File: src/rtl/cpu_pkg.sv
// Shared CPU definitions: next-PC select encodings, fetch FSM states and
// fetch constants.
package cpu_pkg;

   typedef enum logic [1:0] {
      PCS_SEQ    = 2'b00,
      PCS_BRANCH = 2'b01,
      PCS_REG    = 2'b10,
      PCS_JUMP   = 2'b11
   } pcsource_e;

   typedef enum logic [1:0] {
      S_IDLE  = 2'b00,
      S_REQ   = 2'b01,
      S_HOLD  = 2'b10,
      S_DRAIN = 2'b11
   } fetch_state_e;

   localparam logic [31:0] NOP    = 32'h0000_0000;
   localparam logic [31:0] PC_INC = 32'd4;

endpackage

File: src/rtl/inst_fetch_npc_mux.sv
// Next-PC selector: sequential PC+4 or one of the branch, register and jump
// targets. Targets pass through unmodified.
import cpu_pkg::*;

module npc_mux (
   input  logic [1:0]  pcsource,
   input  logic [31:0] pc4,
   input  logic [31:0] bpc,
   input  logic [31:0] rpc,
   input  logic [31:0] jpc,
   output logic [31:0] npc
);

   always_comb begin
      npc = pc4;
      case (pcsource_e'(pcsource))
         PCS_BRANCH: npc = bpc;
         PCS_REG:    npc = rpc;
         PCS_JUMP:   npc = jpc;
         default:    npc = pc4;
      endcase
   end

endmodule

File: src/rtl/inst_fetch.sv
// Instruction fetch stage: PC register, imem handshake FSM and IF/ID register.
// Define INST_FETCH_PERF_CNT_EN to add fetch_cnt / stall_cnt counters.
import cpu_pkg::*;

module inst_fetch #(
   parameter logic [31:0] RESET_PC = 32'h0000_0000
) (
   input  logic        Clock,
   input  logic        Reset,
   input  logic [1:0]  pcsource,
   input  logic [31:0] bpc,
   input  logic [31:0] rpc,
   input  logic [31:0] jpc,
   input  logic        id_stall,
   output logic        imem_req,
   output logic [31:0] imem_addr,
   input  logic        imem_ack,
   input  logic [31:0] imem_rdata,
   output logic [31:0] PC,
   output logic [31:0] id_Inst,
   output logic [31:0] id_pc4,
   output logic        id_valid
`ifdef INST_FETCH_PERF_CNT_EN
   ,
   output logic [31:0] fetch_cnt,
   output logic [31:0] stall_cnt
`endif
);

   fetch_state_e state_q, state_d;
   logic [31:0]  pc_q, pc_d;
   logic [31:0]  inst_q, inst_d;
   logic [31:0]  pc4_q, pc4_d;
   logic         valid_q, valid_d;
   logic [31:0]  hold_inst_q, hold_inst_d;
   logic [31:0]  hold_pc4_q, hold_pc4_d;
   logic [31:0]  drain_addr_q, drain_addr_d;
   logic [31:0]  pc4, npc;
   logic         redirect;
   logic         fetch_load, stall_tick;

   assign pc4      = pc_q + PC_INC;
   assign redirect = (pcsource_e'(pcsource) != PCS_SEQ);

   npc_mux u_npc_mux (
      .pcsource (pcsource),
      .pc4      (pc4),
      .bpc      (bpc),
      .rpc      (rpc),
      .jpc      (jpc),
      .npc      (npc)
   );

   always_comb begin
      state_d      = state_q;
      pc_d         = pc_q;
      inst_d       = inst_q;
      pc4_d        = pc4_q;
      valid_d      = valid_q;
      hold_inst_d  = hold_inst_q;
      hold_pc4_d   = hold_pc4_q;
      drain_addr_d = drain_addr_q;
      fetch_load   = 1'b0;
      stall_tick   = 1'b0;
      case (state_q)
         S_IDLE: state_d = S_REQ;
         S_REQ: begin
            stall_tick = !imem_ack;
            if (id_stall) begin
               if (imem_ack) begin
                  hold_inst_d = imem_rdata;
                  hold_pc4_d  = pc4;
                  state_d     = S_HOLD;
               end
            end else if (redirect) begin
               pc_d    = npc;
               inst_d  = NOP;
               valid_d = 1'b0;
               // Request still outstanding: keep it alive until memory answers.
               if (!imem_ack) begin
                  drain_addr_d = pc_q;
                  state_d      = S_DRAIN;
               end
            end else if (imem_ack) begin
               inst_d     = imem_rdata;
               pc4_d      = pc4;
               valid_d    = 1'b1;
               pc_d       = npc;
               fetch_load = 1'b1;
            end else begin
               valid_d = 1'b0;
            end
         end
         S_HOLD: begin
            stall_tick = 1'b1;
            if (!id_stall) begin
               state_d = S_REQ;
               pc_d    = npc;
               if (redirect) begin
                  inst_d  = NOP;
                  valid_d = 1'b0;
               end else begin
                  inst_d     = hold_inst_q;
                  pc4_d      = hold_pc4_q;
                  valid_d    = 1'b1;
                  fetch_load = 1'b1;
               end
            end
         end
         S_DRAIN: begin
            if (!id_stall) begin
               valid_d = 1'b0;
               if (redirect) begin
                  pc_d   = npc;
                  inst_d = NOP;
               end
            end
            if (imem_ack) state_d = S_REQ;
         end
         default: state_d = S_IDLE;
      endcase
   end

   always_ff @(posedge Clock) begin
      if (Reset) begin
         state_q      <= S_IDLE;
         pc_q         <= RESET_PC;
         inst_q       <= NOP;
         pc4_q        <= 32'h0;
         valid_q      <= 1'b0;
         hold_inst_q  <= NOP;
         hold_pc4_q   <= 32'h0;
         drain_addr_q <= 32'h0;
      end else begin
         state_q      <= state_d;
         pc_q         <= pc_d;
         inst_q       <= inst_d;
         pc4_q        <= pc4_d;
         valid_q      <= valid_d;
         hold_inst_q  <= hold_inst_d;
         hold_pc4_q   <= hold_pc4_d;
         drain_addr_q <= drain_addr_d;
      end
   end

   assign imem_req  = (state_q == S_REQ) || (state_q == S_DRAIN);
   assign imem_addr = (state_q == S_DRAIN) ? drain_addr_q : pc_q;
   assign PC        = pc_q;
   assign id_Inst   = inst_q;
   assign id_pc4    = pc4_q;
   assign id_valid  = valid_q;

`ifdef INST_FETCH_PERF_CNT_EN
   logic [31:0] fetch_cnt_q, fetch_cnt_d;
   logic [31:0] stall_cnt_q, stall_cnt_d;

   always_comb begin
      fetch_cnt_d = fetch_cnt_q + {31'd0, fetch_load};
      stall_cnt_d = stall_cnt_q + {31'd0, stall_tick};
   end

   always_ff @(posedge Clock) begin
      if (Reset) begin
         fetch_cnt_q <= 32'h0;
         stall_cnt_q <= 32'h0;
      end else begin
         fetch_cnt_q <= fetch_cnt_d;
         stall_cnt_q <= stall_cnt_d;
      end
   end

   assign fetch_cnt = fetch_cnt_q;
   assign stall_cnt = stall_cnt_q;
`else
   logic unused_perf;
   assign unused_perf = fetch_load ^ stall_tick;
`endif

endmodule
File: config.mk
export PLATFORM = sky130hd
export DESIGN_NAME = inst_fetch
export DESIGN_NICKNAME = d
export VERILOG_FILES = /design/src/rtl/cpu_pkg.sv /design/src/rtl/inst_fetch_npc_mux.sv /design/src/rtl/inst_fetch.sv
export SDC_FILE = /design/constraint.sdc
export NUM_CORES = 1
export LEC_CHECK = 0
export CORE_ASPECT_RATIO = 1.5
export CORE_UTILIZATION = 48
export DETAILED_ROUTE_END_ITERATION = 10
export PLACE_DENSITY = 0.79
export SYNTH_ARGS = -nofsm -noshare
export SYNTH_HDL_FRONTEND = slang
export SYNTH_SLANG_ARGS = --single-unit
File: constraint.sdc
create_clock -name Clock -period 3.1 [get_ports Clock]
set_clock_uncertainty 0.15 [all_clocks]
set_input_delay 0.465 -clock Clock [delete_from_list [all_inputs] [get_ports Clock]]
set_output_delay 0.465 -clock Clock [all_outputs]
set_load 0.02 [all_outputs]
==> key figures <==
Place
  – Final HPWL DP: 21920 µm
  – Post-Place Cells: 1596
  – Port buffer count: 263
  – RePlAce Congestion: 0.9107

Route
  – 1st-iter DRT viols: 601
  – Routed vias/inst: 5.882
  – Post-DR wirelength/cell: 18.88 µm
  – TritonRoute pass-1 iters: 7
  – Antenna-violating nets left: 0
  – Via count: 9581
  – Total routed wirelength: 30750 µm
  – DRC viols: 0

STA
  – RSZ-0062 raised after global routing: false
  – Final Hold Vio Count: 0
  – Worst-Margin Slew: 0.7037 ns
  – Max transition margin: 52.69%
  – Minimum clock period: 2.834 ns
  – # setup viols final: 0
  – Max Clock Freq: 352.9 MHz
  – Final number of max-transition violations: 0
  – Period utilisation layout: 91.42%
  – Hold WS: 0.2957 ns
  – Setup TNS: 0 ns

CTS
  – Clk sink count: 195
  – Clock Tree Root: clkbuf_16
  – Post-CTS resize count: 0
  – CTS tree: done
  – Clk buf depth: 2
  – Setup Buffers After CTS: 0
  – H-tree levels: 4
  – Hold-fix buffers at CTS: 0
  – Clk Latency, worst-skew pair: 0.44 ns
  – Cts bufs inserted: 17
  – CTS clk-pin slew, worst paths: 0.07 ns

Power
  – Leakage: 4.457 nW
  – Pint: 4.360 mW
  – Seq pwr share: 44.4%
  – Combinational share of power: 18.0%
  – Switch Pwr: 1.736 mW
  – Power per cell area: 475.4 mW/mm²
  – Pwr Total: 6.095 mW
  – Switch share: 28.48%
  – Max VDD drop: 0.4118 mV
  – Clock network fraction of total power: 37.6%

Global route
  – Initial antenna violation count: 1
  – GRT overflow: 0
  – Largest net degree at the start of global routing: 105
  – First-pass GRT wire length: 48320 µm
  – GRT Resource Usage Total: 30.92%
  – Number of global-route vias before repair: 9099

Floorplan
  – I/O pin cnt: 264
  – Initial Utilization: 49.08%
  – Std-Cell Rows: 62
  – Die area: 0.02017 mm²
  – Core Area: 0.01916 mm²
  – Die Ht: 173.4 µm
  – Die extent in x: 116.3 µm

Outcome
  – Outcome: finished, final reports clean

Worst setup path
  – Critical path fanouts, max: 19
  – Worst Path Arrival: 2.22 ns
  – Slowest CP cell: clkdlybuf4s50_1
  – Crit-path cells: nand2_1 > buf_4 > mux2_2 > clkdlybuf4s50_1
  – Nature of the critical path endpoint: output pin
  – CP Launch Type: flop
  – Worst path max stage delay: 0.65 ns
  – Worst endpoint required time: 2.48 ns
  – Critical path class: flop to output pin

Yosys
  – Syn nets: 1289
  – EDFF count, synth: 0
  – Syn Area/Cell: 8.149 µm²
  – Syn Std Cell Area: 0.009404 mm²
  – Post-synth ARST share: 0%
  – Synth area leaders: dfxtp_1, nand2_1, a21oi_1
  – Top-area cell type share of the netlist area: 41.51%
  – Synth top cells by count: dfxtp_1, nand2_1, a21oi_1
  – Number of distinct library cells after synthesis: 66
  – Cells after synthesis: 1154
  – Post-synth top area cell: dfxtp_1
  – Seq/Total Area, Yosys: 41.51%
  – #FFs+latches synth: 195
  – Most frequent cell after synthesis: dfxtp_1
  – Post-synth top flop: dfxtp_1
  – Synth warnings: 0

Cells and area
  – Reg area: 0.003904 mm²
  – Final nets: 1494
  – Share of cells above drive strength 1: 11.30%
  – Fill cells: 1627
  – Final Util: 66.92%
  – Final std cells w/o fill: 1629
  – Multi-input gate area: 0.004959 mm²
  – Layout area overhead: 36.35%

Flow run
  – MaxCap Viol Count: 0

Worst hold path
  – Worst hold path type: primary input to flop
[cell type report]
cell class	instances	share of cell area, %
clock buffers	17	3.318
diodes	1	0.01952
well taps	256	2.498
clock inverters	15	1.454
repair buffers	300	22.92
flip-flops and latches	195	30.44
multi-input cells	822	38.67
inverters	23	0.6733
[cell usage in the layout, fill, tap and decap left out, types with 4 or more instances in the layout]
master           instances
clkdlybuf4s50_1        260
dfxtp_1                195
nand2_1                191
a21oi_1                126
nor2_1                 101
nor3_1                  50
mux2_2                  50
o21ai_0                 41
a221oi_1                38
buf_4                   34
inv_1                   23
clkbuf_16               17
a211oi_1                16
nand3_1                 16
a31oi_1                 16
nand4_1                 14
xnor2_1                 12
o32ai_1                 10
xor2_1                  10
mux2i_1                  9
a22oi_1                  8
nor4_1                   6
o211ai_1                 6
mux4_2                   6
nor4b_1                  6
a211o_1                  6
o221ai_1                 5
or2_2                    5
a311oi_1                 5
and4_1                   5
or3_1                    4
a22o_1                   4
inv_6                    4
inv_8                    4
[sequential cells by signal, indices dropped and copies added (netlist names)]
| signal | cells |
|---|---|
| id_Inst | 32 |
| state_q | 2 |
| id_valid | 1 |
| hold_pc4_q | 32 |
| PC | 32 |
| id_pc4 | 32 |
| hold_inst_q | 32 |
| drain_addr_q | 32 |
[kinds of logic (layout without fill, tap and decap cells)]
logic type,count (synthesis),in the layout,synth area share (%)
multiplexers,65,65,8.382
XOR/XNOR,23,23,2.222
adder cells (fa/ha/maj),1,1,0.1330
flip-flops,195,195,41.51
buffers and inverters,137,355,5.974
AND/OR/NAND/NOR,427,427,20.85
AO/OA/AOI/OAI,306,306,20.93
other,0,1,0
[routing by layer]
metal / global-route usage, % / part of all wire (%) / vias up
met5: 0 / 0 / -
met4: 18.96 / 6.0 / 0
met3: 5.979 / 7.1 / 87
met2: 51.26 / 50 / 437
met1: 36.09 / 37 / 4522
li1: - / - / 4535
[worst max-delay path: cells and delay by family (launching register included)]
family                 cells  cell delay [ns]
multiplexers               1             0.26
flip-flops                 1             0.50
AND/OR/NAND/NOR            1             0.12
buffers and inverters      2             0.89
[power groups by stage]
stage	combinational, mW	sequential [mW]	clock [mW]
2_1_floorplan	0.516	2.80	0
3_3_place_gp	1.07	2.76	0
3_5_place_dp	1.09	2.76	0
4_1_cts	1.09	2.71	2.31
5_1_grt	1.17	2.72	2.43
6_report	1.09	2.71	2.29
[path summary, 6_finish.rpt]
kind	from	end	slack, ns	cells after the start
min	Reset	drain_addr_q[29]	0.30	2
max reg2reg	PC[12]	PC[28]	0.48	5
max	state_q[1]	imem_addr[1]	0.27	4
min reg2reg	drain_addr_q[21]	drain_addr_q[21]	0.30	2
[through the flow]
stage               setup WS (ns)  instance area (µm²)
floorplan                  0.4659                 9404
global placement           0.3294                12210
detailed placement         0.2700                12210
CTS                        0.2507                12820
global route               0.1575                12820
finish                     0.2661                12820
No activity file was read; power rests on OpenSTA's default activity.
==> patch: new RTL, same settings <==
Take the reset off `hold_pc4_q` and load it in a clocked block of its own.
--- a/src/rtl/inst_fetch.sv
+++ b/src/rtl/inst_fetch.sv
@@ -129,7 +129,6 @@
          pc4_q        <= 32'h0;
          valid_q      <= 1'b0;
          hold_inst_q  <= NOP;
-         hold_pc4_q   <= 32'h0;
          drain_addr_q <= 32'h0;
       end else begin
          state_q      <= state_d;
@@ -138,9 +137,12 @@
          pc4_q        <= pc4_d;
          valid_q      <= valid_d;
          hold_inst_q  <= hold_inst_d;
-         hold_pc4_q   <= hold_pc4_d;
          drain_addr_q <= drain_addr_d;
       end
+   end
+
+   always_ff @(posedge Clock) begin
+      hold_pc4_q <= hold_pc4_d;
    end
 
    assign imem_req  = (state_q == S_REQ) || (state_q == S_DRAIN);
Function: no difference found for any inputs over 4 cycles, from zero or initial values and one cycle with Reset high; that may be too few to reach the edited logic, so the function may still have changed.
==> patch against the original RTL <==
  * Total power grew 2.6%
  * Maximum frequency shrank 3.3%
  * Synthesized area shrank 0.56%
  * Worst setup slack lost 0.096 ns
  * Synthesized cell count shrank 7.7%
  * Largest cell class unchanged
  * Sequential cell count is the same
  * Core utilization grew 0.72 points
  * Die area shrank 0.55%
  * Routed wire length shrank 2.3%
  * Cell area grew 0.67%
==> patch: results (changes against the original RTL) <==
* Status: finished clean (unchanged)
* Worst hold margin at 0.305 ns (was 0.296 ns)
* Crit path capture: imem_addr[28] (was imem_addr[1])
* HP Class: reg -> reg (was in -> reg)
* Adder-Cell Fraction of Synth Area at 0.134% (was 0.133%)
* Met3 GRT Util at 8.10% (was 5.98%)
* Final #Nets at 1418 (was 1494)
* Initial antenna violation count at 2 (was 1)
* Met1 Use GR at 35.4% (was 36.1%)
* DR pass1 iterations at 5 (was 7)
* Max IR drop VDD at 356 uV (was 412 uV)
* Most common library cells after synthesis: nand2_1 (186), dfxtp_1 (163), a21oi_1 (98), nor2_1 (81), clkbuf_1 (76) (was dfxtp_1 (195), nand2_1 (191), a21oi_1 (126), nor2_1 (103), clkbuf_1 (77))
* WL final at 30.0 mm (was 30.8 mm)
* GR Util All Layers at 30.2% (was 30.9%)
* Starting DRT DRC Count at 595 (was 601)
* Post-synth cell types at 69 (was 66)
* Via Count at 9182 (was 9581)
* Ratio of cells with drive above 1 in the final layout at 12.0% (was 11.3%)
* Largest stage delay, worst path at 0.55 ns (was 0.65 ns)
* Synth Area in XOR/XNOR at 2.34% (was 2.22%)
* Routed length on met1 at 11.1 mm (was 11.4 mm)
* Vias per cell at 5.90 (was 5.88)
* Number of synthesized flops with an enable pin at 32 (was 0)
* Lkg Pwr at 4.58 nW (was 4.46 nW)
* Worst hold path startpoint: id_pc4[11] (was Reset)
* Crit path max fanout at 32 (was 19)
* Clk power at 0.00237 W (was 0.00229 W)
* Met2 Track Usage GR at 51.0% (was 51.3%)
* PnR worst setup slack at 0.170 ns (was 0.266 ns)
* R2R depth at 6 (was 5)
* GP Congestion at 0.876 (was 0.911)
* Compound-Gate Fraction of Synth Area at 18.2% (was 20.9%)
* Number of global-route vias before repair at 8783 (was 9099)
* Reg2reg setup slack at 0.34 ns (was 0.48 ns)
* Syn Area/Cell at 8.78 um^2 (was 8.15 um^2)
* Placed Instances at 1520 (was 1596)
* Largest cells by area after synthesis: dfxtp_1 (35%), edfxtp_1 (10%), nand2_1 (7.5%) (was dfxtp_1 (42%), nand2_1 (7.6%), a21oi_1 (6.7%))
* Placed inst area at 12300 um^2 (was 12200 um^2)
* Register area share after synthesis at 45.2% (was 41.5%)
* First-pass GRT wire length at 46.8 mm (was 48.3 mm)
* Fill count at 1572 (was 1627)
* Dpl ws at 0.327 ns (was 0.270 ns)
* Synthesized Nets at 1200 (was 1289)
* Routed length on met3 at 2.70 mm (was 2.18 mm)
* DP HPWL at 21.1 mm (was 21.9 mm)
* Largest net degree at the start of global routing at 144 (was 105)
* RR Endpoint: id_pc4[24] (was PC[28])
* Cts repair resizes at 0 (unchanged)
* Data arrival time of the critical path at 2.31 ns (was 2.22 ns)
* Num CTS Buffers at 17 (unchanged)
* Routed length on met2 at 15.2 mm (was 15.4 mm)
-- patch: cell types whose count changed after synthesis, sizes merged, moves of 8 or more --
cell    unedited run  this run
nor2             103        81
a211oi            16         8
dfxtp            195       163
edfxtp             0        32
a21oi            128        99
nand3             18        26
nor3              51        41
o21ai             41        31
inv               23        13
nand2b             3        12
buf               37        29
-- patch: worst reg2reg max path: cells and delay by family (launching register included) --
family	cells	cell delay, ns
adder cells (fa/ha/maj)	1	0.36
AO/OA/AOI/OAI	1	0.16
AND/OR/NAND/NOR	4	1.55
flip-flops	1	0.47
-- patch: layout make-up --
class | instances | area [um^2] | share of cell area (%)
antenna | 3 | 7.51 | 0.0582
clock buffer | 21 | 483 | 3.74
clock inverter | 11 | 158 | 1.22
inverter | 14 | 52.6 | 0.407
multi-input combinational | 750 | 4680 | 36.2
sequential | 195 | 4220 | 32.7
tap | 256 | 320 | 2.48
timing repair buffer | 305 | 2990 | 23.1
